**config.mk**
```make
export PLATFORM = sky130hd
export DESIGN_NAME = cfg_frame_loader
export DESIGN_NICKNAME = d
export VERILOG_FILES = /design/src/rtl/cfg_loader_pkg.sv /design/src/rtl/cfg_crc16_serial.sv /design/src/rtl/cfg_frame_loader.sv
export SDC_FILE = /design/constraint.sdc
export NUM_CORES = 1
export LEC_CHECK = 0
export ABC_AREA = 1
export CAP_MARGIN = 0
export CORE_ASPECT_RATIO = 0.6
export CORE_UTILIZATION = 25
export DETAILED_ROUTE_END_ITERATION = 10
export PLACE_DENSITY = 0.47
export SLEW_MARGIN = 20
export SYNTH_ARGS = -nofsm -noshare
export SYNTH_HDL_FRONTEND = slang
export SYNTH_HIERARCHICAL = 1
export SYNTH_SLANG_ARGS = --single-unit
```
**constraint.sdc**
```tcl
create_clock -name clk -period 3.3 [get_ports clk]
set_input_delay 0.33 -clock clk [delete_from_list [all_inputs] [get_ports clk]]
set_output_delay 0.33 -clock clk [all_outputs]
set_load 0.005 [all_outputs]
```
**src/rtl/cfg_loader_pkg.sv**
```systemverilog
// cfg_loader_pkg: shared state encoding and CRC-16-CCITT constants for the config loader
package cfg_loader_pkg;
  typedef enum logic [2:0] {
    IDLE  = 3'd0,
    SHIFT = 3'd1,
    WRITE = 3'd2,
    GAP   = 3'd3,
    CRC   = 3'd4,
    DONE  = 3'd5,
    ERROR = 3'd6
  } state_t;
  localparam int CRC_W = 16;
  localparam logic [CRC_W-1:0] CRC_POLY = 16'h1021;
  localparam logic [CRC_W-1:0] CRC_INIT = 16'hFFFF;
endpackage

```
**src/rtl/cfg_crc16_serial.sv**
```systemverilog
// cfg_crc16_serial: bit-serial CRC-16-CCITT, one message bit per enabled cycle
module cfg_crc16_serial
  import cfg_loader_pkg::*;
(
  input  logic             clk,
  input  logic             reset,
  input  logic             clr,
  input  logic             en,
  input  logic             bit_in,
  output logic [CRC_W-1:0] crc
);
  logic fb;
  assign fb = crc[CRC_W-1] ^ bit_in;
  // clr reseeds for a new load; en folds one bit in MSB-first
  always_ff @(posedge clk or posedge reset)
    if (reset) crc <= CRC_INIT;
    else if (clr) crc <= CRC_INIT;
    else if (en) crc <= {crc[CRC_W-2:0], 1'b0} ^ (fb ? CRC_POLY : '0);
endmodule

```
**src/rtl/cfg_frame_loader.sv**
```systemverilog
// cfg_frame_loader: serial bitstream to config SRAM frames with word-line pulses and CRC check
module cfg_frame_loader
  import cfg_loader_pkg::*;
#(
  parameter int FRAME_W    = 8,
  parameter int NUM_FRAMES = 9,
  parameter int WL_PULSE   = 2
) (
  input  logic                  clk,
  input  logic                  reset,
  input  logic                  cfg_start,
  input  logic                  cfg_data,
  input  logic                  cfg_valid,
  output logic                  cfg_ready,
  output logic [FRAME_W-1:0]    sram_bl,
  output logic [NUM_FRAMES-1:0] sram_wl,
  output logic                  cfg_busy,
  output logic                  cfg_done,
  output logic                  cfg_err
);
  localparam int BW  = $clog2(FRAME_W + 1);
  localparam int FIW = NUM_FRAMES > 1 ? $clog2(NUM_FRAMES) : 1;
  localparam int PW  = $clog2(WL_PULSE + 1);
  state_t             state;
  logic [FRAME_W-1:0] shreg, shreg_n;
  logic [BW-1:0]      bit_cnt;
  logic [FIW-1:0]     frame_idx;
  logic [PW-1:0]      pcnt;
  logic [CRC_W-1:0]   chk, chk_n, crc;
  logic [4:0]         crc_cnt;
  logic               fire, go;
  assign cfg_ready = state == SHIFT || state == CRC;
  assign fire      = cfg_valid && cfg_ready;
  assign go        = cfg_start && (state == IDLE || state == DONE || state == ERROR);
  assign shreg_n   = {shreg[FRAME_W-2:0], cfg_data};
  assign chk_n     = {chk[CRC_W-2:0], cfg_data};
  assign cfg_busy  = state == SHIFT || state == WRITE || state == GAP || state == CRC;
  assign cfg_done  = state == DONE;
  assign cfg_err   = state == ERROR;
  // word line decoded from registered state so an async reset drops it immediately
  assign sram_wl   = state == WRITE ? NUM_FRAMES'(1) << frame_idx : '0;
  cfg_crc16_serial u_crc (
    .clk    (clk),
    .reset  (reset),
    .clr    (go),
    .en     (fire && state == SHIFT),
    .bit_in (cfg_data),
    .crc    (crc)
  );
  // load sequencer: assemble frame, pulse word line, hold gap, then compare trailing CRC
  always_ff @(posedge clk or posedge reset)
    if (reset) begin
      state     <= IDLE;
      shreg     <= '0;
      bit_cnt   <= '0;
      frame_idx <= '0;
      pcnt      <= '0;
      chk       <= '0;
      crc_cnt   <= '0;
      sram_bl   <= '0;
    end else begin
      case (state)
        IDLE, DONE, ERROR: if (cfg_start) begin
          state     <= SHIFT;
          bit_cnt   <= '0;
          frame_idx <= '0;
          pcnt      <= '0;
          crc_cnt   <= '0;
        end
        SHIFT: if (fire) begin
          shreg <= shreg_n;
          if (bit_cnt == BW'(FRAME_W - 1)) begin
            bit_cnt <= '0;
            sram_bl <= shreg_n;
            state   <= WRITE;
          end else bit_cnt <= bit_cnt + 1'b1;
        end
        WRITE: if (pcnt == PW'(WL_PULSE - 1)) begin
          pcnt  <= '0;
          state <= GAP;
        end else pcnt <= pcnt + 1'b1;
        GAP: if (frame_idx == FIW'(NUM_FRAMES - 1)) state <= CRC;
        else begin
          frame_idx <= frame_idx + 1'b1;
          state     <= SHIFT;
        end
        CRC: if (fire) begin
          chk     <= chk_n;
          crc_cnt <= crc_cnt + 1'b1;
          if (crc_cnt == 5'd15) state <= chk_n == crc ? DONE : ERROR;
        end
        default: state <= IDLE;
      endcase
    end
endmodule
```
==> out/qor.yml, run 1 <==
clocking:
  holdBufCountCts: 0
  cts.repair.resized: 0
  clockBufferDepth: 2
  clk_latency_ns: 0.33
  root_buffer: "clkbuf_16"
  post_cts_buffers: 0
  ctsHtreeMaxLevel: 3
  cts_tree: "built"
  cts.sinks: 64
  clk_pin_slew_ns: 0.05
  cts_buffers: 9
floorplan:
  start_util: 0.261
  io_pins: 26
  die_h_um: 92.8
  core_area_sq_um: 13100
  die_area_sq_um: 14200
  core.rowCount: 32
  dieWidth_um: 153
synthesis:
  synth_edf_count: 0
  yosysMostFrequentCell: "nand2_1"
  syn_inst: 429
  ys.flop_type: "dfrtp_1"
  synthTopCellsByCount: "127 x nand2_1, 75 x inv_1, 48 x dfrtp_1"
  syn-num-nets: 443
  synth_area_sq_um: 3430
  async_flop_share: 1.00
  syn_area_per_cell_sq_um: 8.00
  ys_seq_area_frac: 0.472
  ys_ff_latch: 64
  synth_warnings: 6
  ys_types: 33
  yosysTopAreaCell: "dfrtp_1"
  synth_top_cell_area_share: 0.350
  yosys-top-cells-area: "dfrtp_1 35%, nand2_1 14%, dfstp_2 12%, inv_1 8.2%, o21ai_0 6.3%"
detailed_routing:
  ant_nets: 0
  wl_per_cell_um: 11.3
  num_vias: 2683
  drtPass1Iterations: 4
  routed_wl_um: 7110
  viasPerCell: 4.25
  drc_errors: 0
  drtIter0Drc: 90
min_path:
  hold_class: "reg2reg"
  worstHoldStart: "sram_bl[6]$_DFFE_PP0P_"
  min_path_cells: 2
  min_to: "sram_bl[6]$_DFFE_PP0P_"
flow_run:
  max_cap_violations: 0
power_and_ir_drop:
  powerDensity_nw_per_um2: 797
  vdd_drop_max_uv: 239
  p_leak_nw: 2.08
global_routing:
  gr-total-overflow: 0
  grt_pass1_vias: 2572
  grtUsageTotal: 0.113
  grt_max_degree: 49
  grt_pass1_wl_um: 12500
  antenna_found_initial: 0
timing:
  maxSlewHeadroom: 0.411
  hold_violations: 0
  holdWs_ns: 0.481
  slew_viol_final: 0
  finalSetupViolCount: 0
  fmax_mhz: 407
  fin_crit_ns: 2.46
  rsz0062_at_grt: "false"
  min_period_over_period: 0.744
  setup_tns_ns: 0
  worst_slew_pin_slew_ns: 0.882
  clock_skew_ns: 0.00509
worst_setup_path:
  r2r-end: "u_crc/crc[7]$_DFFE_PP1P_"
  required_ns: 2.97
  critPathCaptureType: "output port"
  worstPathMaxFanout: 9
  arrival_ns: 2.13
  crit_path_start: "state[2]$_DFFE_PP0P_"
  critical_path_class: "reg2out"
  start_kind: "register"
  r2r_setup_slack_ns: 1.32
  timing.rr.start: "state[2]$_DFFE_PP0P_"
  r2r_cells: 8
layout:
  post-route-cell-area_sq_um: 4160
  drive_gt1_frac: 0.121
  area_delta_synth_final_pct: 21.2
  nets: 471
  diodes: 0
  final_core_util: 0.317
place:
  io_buffers: 25
  placed_cell_area_sq_um: 3830
  dpl.hpwl_um: 5100
  place_congestion: 0.751
status:
  status: "completed"
-- placed cells by master (no fill, tap or decap), types with 3 or more instances in the layout --
cell type / netlist / routed
a21oi_1: 6 / 6
a22oi_1: 10 / 10
clkbuf_16: 0 / 9
clkbuf_8: 0 / 3
clkdlybuf4s50_1: 0 / 25
dfrtp_1: 48 / 48
dfstp_2: 16 / 16
ha_1: 9 / 9
inv_1: 75 / 74
inv_2: 6 / 6
nand2_1: 127 / 127
nand2_2: 3 / 3
nand3_1: 14 / 14
nor2_1: 25 / 25
nor2_4: 6 / 6
nor3_1: 6 / 6
nor4_1: 6 / 6
o21ai_0: 43 / 43
o21ai_1: 4 / 4
-- flip-flops by register name (all words and copies together), names as in the netlist --
name and cells:
bit_cnt 4, shreg 7, sram_bl 8, crc_cnt 5, chk 15, frame_idx 4
state 3, pcnt 2, u_crc/crc 16
-- power breakdown --
group	switching, W	internal [W]
Sequential	0.000160	0.00103
Clock	0.000331	0.000723
Combinational	0.000689	0.000378
Total	0.00118	0.00214
-- per-layer routing --
| metal | share of wire | vias to the layer above | global-route usage |
|---|---|---|---|
| li1 | - | 1402 | - |
| met5 | 0 | - | 0 |
| met2 | 0.41 | 37 | 0.162 |
| met4 | 0.0089 | 0 | 0.0354 |
| met1 | 0.55 | 1236 | 0.159 |
| met3 | 0.035 | 8 | 0.0342 |
-- metrics by stage --
step | instances | setup slack (ns) | power (W)
6_report | 632 | 0.845 | 0.00332
2_1_floorplan | 429 | 1.66 | 0.00201
5_1_grt | 632 | 0.624 | 0.00359
3_3_place_gp | 616 | 1.16 | 0.00226
4_1_cts | 632 | 0.793 | 0.00336
3_5_place_dp | 616 | 1.12 | 0.00228
-- worst max-delay path, stage by stage, from the launching register on --
cell	delay (ns)
dfrtp_1	0.46
nor3_2	0.40
inv_2	0.16
nor4_1	0.22
clkdlybuf4s50_1	0.55
-- worst max path at each step --
stage	to	slack, ns	cells after the start
6_report	sram_wl[5]	0.84	4
5_1_grt	sram_wl[0]	0.62	4
4_1_cts	sram_wl[5]	0.79	4
3_5_place_dp	sram_bl[3]$_DFFE_PP0P_	1.12	6
3_3_place_gp	sram_bl[4]$_DFFE_PP0P_	1.16	6
2_1_floorplan	u_crc/crc[10]$_DFFE_PP1P_	1.66	10
-- layout make-up --
type | instances | area (sq um)
clock buffer | 14 | 274
clock inverter | 2 | 60.1
fill | 1386 | 8970
inverter | 81 | 305
multi-input combinational | 276 | 1440
sequential | 64 | 1620
tap | 170 | 213
timing repair buffer | 25 | 250
-- logic make-up after synthesis --
logic type,count (synthesis),synth area share
AOI/OAI and AO/OA,70,0.124
xor gates and xnor gates,2,0.00510
adders and majority gates,9,0.0328
buffers and inverters,89,0.109
DFF,64,0.472
and+or+nand+nor,195,0.257
Power figures use the tool's default switching activity.
==> run 2: changes to the inputs <==
==> constraint.sdc (replaced) <==
create_clock -name clk -period 2.5 [get_ports clk]
set_input_delay 0.25 -clock clk [delete_from_list [all_inputs] [get_ports clk]]
set_output_delay 0.25 -clock clk [all_outputs]
set_load 0.005 [all_outputs]
==> run 2 against run 1 <==
Compared with the run above:
- register-to-register slack got worse by 0.79 ns
- combinational power rose by 34%
- hold slack worse by 0.21 ns
- global-route usage increased by 0.30 points
- highest routed layer unchanged
- critical path depth stayed put
- first-iteration DRC count grew 57%
- sequential power rose by 32%
- sequential share of layout area is 0.26 points higher
- die area unchanged
- worst setup slack worse by 0.68 ns
==> out/qor.yml, run 2 (same netlist as run 1, synthesis figures left out) <==
status:
  status: "completed"  # unchanged
global_routing:
  grt_max_degree: 30  # was 49
  antenna_found_initial: 0  # unchanged
  gr-total-overflow: 0  # unchanged
  grtUsageTotal: 0.116  # was 0.113
  grt_pass1_wl_um: 13000  # was 12500 um
  grt_pass1_vias: 2672  # was 2572
timing:
  maxSlewHeadroom: 0.583  # was 0.411
  hold_violations: 0  # unchanged
  min_period_over_period: 0.932
  fin_crit_ns: 2.33
  slew_viol_final: 0  # unchanged
  clock_skew_ns: 0.00556  # was 0.00509 ns
  rsz0062_at_grt: "false"  # unchanged
  setup_tns_ns: 0  # unchanged
  finalSetupViolCount: 0  # unchanged
  fmax_mhz: 429
  holdWs_ns: 0.270  # was 0.481 ns
  worst_slew_pin_slew_ns: 0.625  # was 0.882 ns
clocking:
  cts_tree: "built"  # unchanged
  clockBufferDepth: 2  # unchanged
  clk_latency_ns: 0.33  # about the same
  cts.repair.resized: 0  # unchanged
  root_buffer: "clkbuf_16"  # unchanged
  cts.sinks: 64  # unchanged
  clk_pin_slew_ns: 0.06  # was 0.05 ns
  ctsHtreeMaxLevel: 3  # unchanged
  cts_buffers: 9  # unchanged
  post_cts_buffers: 0  # unchanged
  holdBufCountCts: 0  # unchanged
detailed_routing:
  routed_wl_um: 7320  # was 7110 um
  num_vias: 2673  # was 2683
  drtIter0Drc: 141  # was 90
  drc_errors: 0  # unchanged
  ant_nets: 0  # unchanged
  viasPerCell: 4.20  # was 4.25
  drtPass1Iterations: 4  # unchanged
  wl_per_cell_um: 11.5  # was 11.3 um
floorplan:
  core_area_sq_um: 13100  # unchanged
  start_util: 0.261  # unchanged
  die_h_um: 92.8  # unchanged
  core.rowCount: 32  # unchanged
  die_area_sq_um: 14200  # unchanged
  dieWidth_um: 153  # unchanged
  io_pins: 26  # unchanged
worst_setup_path:
  required_ns: 2.25  # was 2.97 ns
  start_kind: "register"  # unchanged
  critPathCaptureType: "output port"  # unchanged
  critical_path_class: "reg2out"  # unchanged
  worstPathMaxFanout: 9  # unchanged
  arrival_ns: 2.08  # was 2.13 ns
layout:
  diodes: 0  # unchanged
  largest_reg_flops: 16  # unchanged
  num-fill-cells: 1420  # was 1386
  top_regs: "u_crc/crc (16), chk (15), sram_bl (8)"  # unchanged
  nets: 475  # was 471
  layout_common_cells: "127 x nand2_1, 74 x inv_1, 48 x dfrtp_1, 43 x o21ai_0"  # unchanged
  area_delta_synth_final_pct: 20.4  # was 21.2%
  drive_gt1_frac: 0.129  # was 0.121
  top_register: "u_crc/crc"  # unchanged
  final_common_cell: "nand2_1"  # unchanged
  final_core_util: 0.315  # was 0.317
place:
  dpl.hpwl_um: 5390  # was 5100 um
  place_congestion: 0.755  # was 0.751
  io_buffers: 25  # unchanged
min_path:
  hold_class: "in2async"  # was reg2reg
power_and_ir_drop:
  p_leak_nw: 2.08  # about the same
  powerDensity_nw_per_um2: 1010  # was 797 nW/um^2
  vdd_drop_max_uv: 289  # was 239 uV
flow_run:
  max_cap_violations: 0  # unchanged
==> run 2: cell count changes in the layout (fill, tap and decap cells not counted) <==
cell	before	now
clkbuf_8	3	2
inv_2	6	7
buf_4	0	4
clkinvlp_4	0	1
bufinv_16	2	0
clkinv_2	1	2
==> run 2: worst paths after layout <==
kind | cells after the start | slack (ns) | to | start
max | 4 | 0.17 | sram_wl[0] | state[2]$_DFFE_PP0P_
min | 2 | 0.27 | crc_cnt[1]$_DFFE_PP0P_ | reset
max reg2reg | 8 | 0.53 | u_crc/crc[2]$_DFFE_PP1P_ | state[2]$_DFFE_PP0P_
min reg2reg | 2 | 0.48 | sram_bl[6]$_DFFE_PP0P_ | sram_bl[6]$_DFFE_PP0P_
max in group asynchronous | 3 | 1.65 | sram_bl[3]$_DFFE_PP0P_ | reset
min in group clk | 2 | 0.48 | sram_bl[6]$_DFFE_PP0P_ | sram_bl[6]$_DFFE_PP0P_
==> run 2: power breakdown <==
| group | internal, W | total, W | switching, W |
|---|---|---|---|
| Combinational | 0.000508 | 0.00143 | 0.000923 |
| Clock | 0.000722 | 0.00117 | 0.000447 |
| Sequential | 0.00137 | 0.00157 | 0.000209 |
==> run 2: worst max-delay path: stages (launching register included) <==
cell	delay (ns)
dfrtp_1	0.46
nor3_2	0.38
inv_2	0.15
nor4_1	0.21
clkdlybuf4s50_1	0.55
==> run 2: metal layers <==
metal / GRT usage / wire length [um]
met2: 0.164 / 2760
met1: 0.165 / 4220
met3: 0.0365 / 263
met5: 0 / 0
met4: 0.0362 / 82
==> run 2: layout make-up <==
cell class / instances / area (sq um) / share of cell area
flip-flops and latches: 64 / 1620 / 0.392
multi-input cells: 276 / 1440 / 0.348
inverters: 81 / 304 / 0.0735
repair buffers: 29 / 280 / 0.0678
clock buffers: 13 / 260 / 0.0630
well taps: 170 / 213 / 0.0515
clock inverters: 3 / 17.5 / 0.00424
==> run 2: stage by stage <==
stage               power (W)  area, sq um  setup WS [ns]  cells
floorplan             0.00265         3430          0.857    429
global placement      0.00300         3860          0.571    620
detailed placement    0.00303         3860          0.514    620
CTS                   0.00422         4130          0.150    636
global route          0.00452         4130         0.0278    636
finish                0.00417         4130          0.170    636
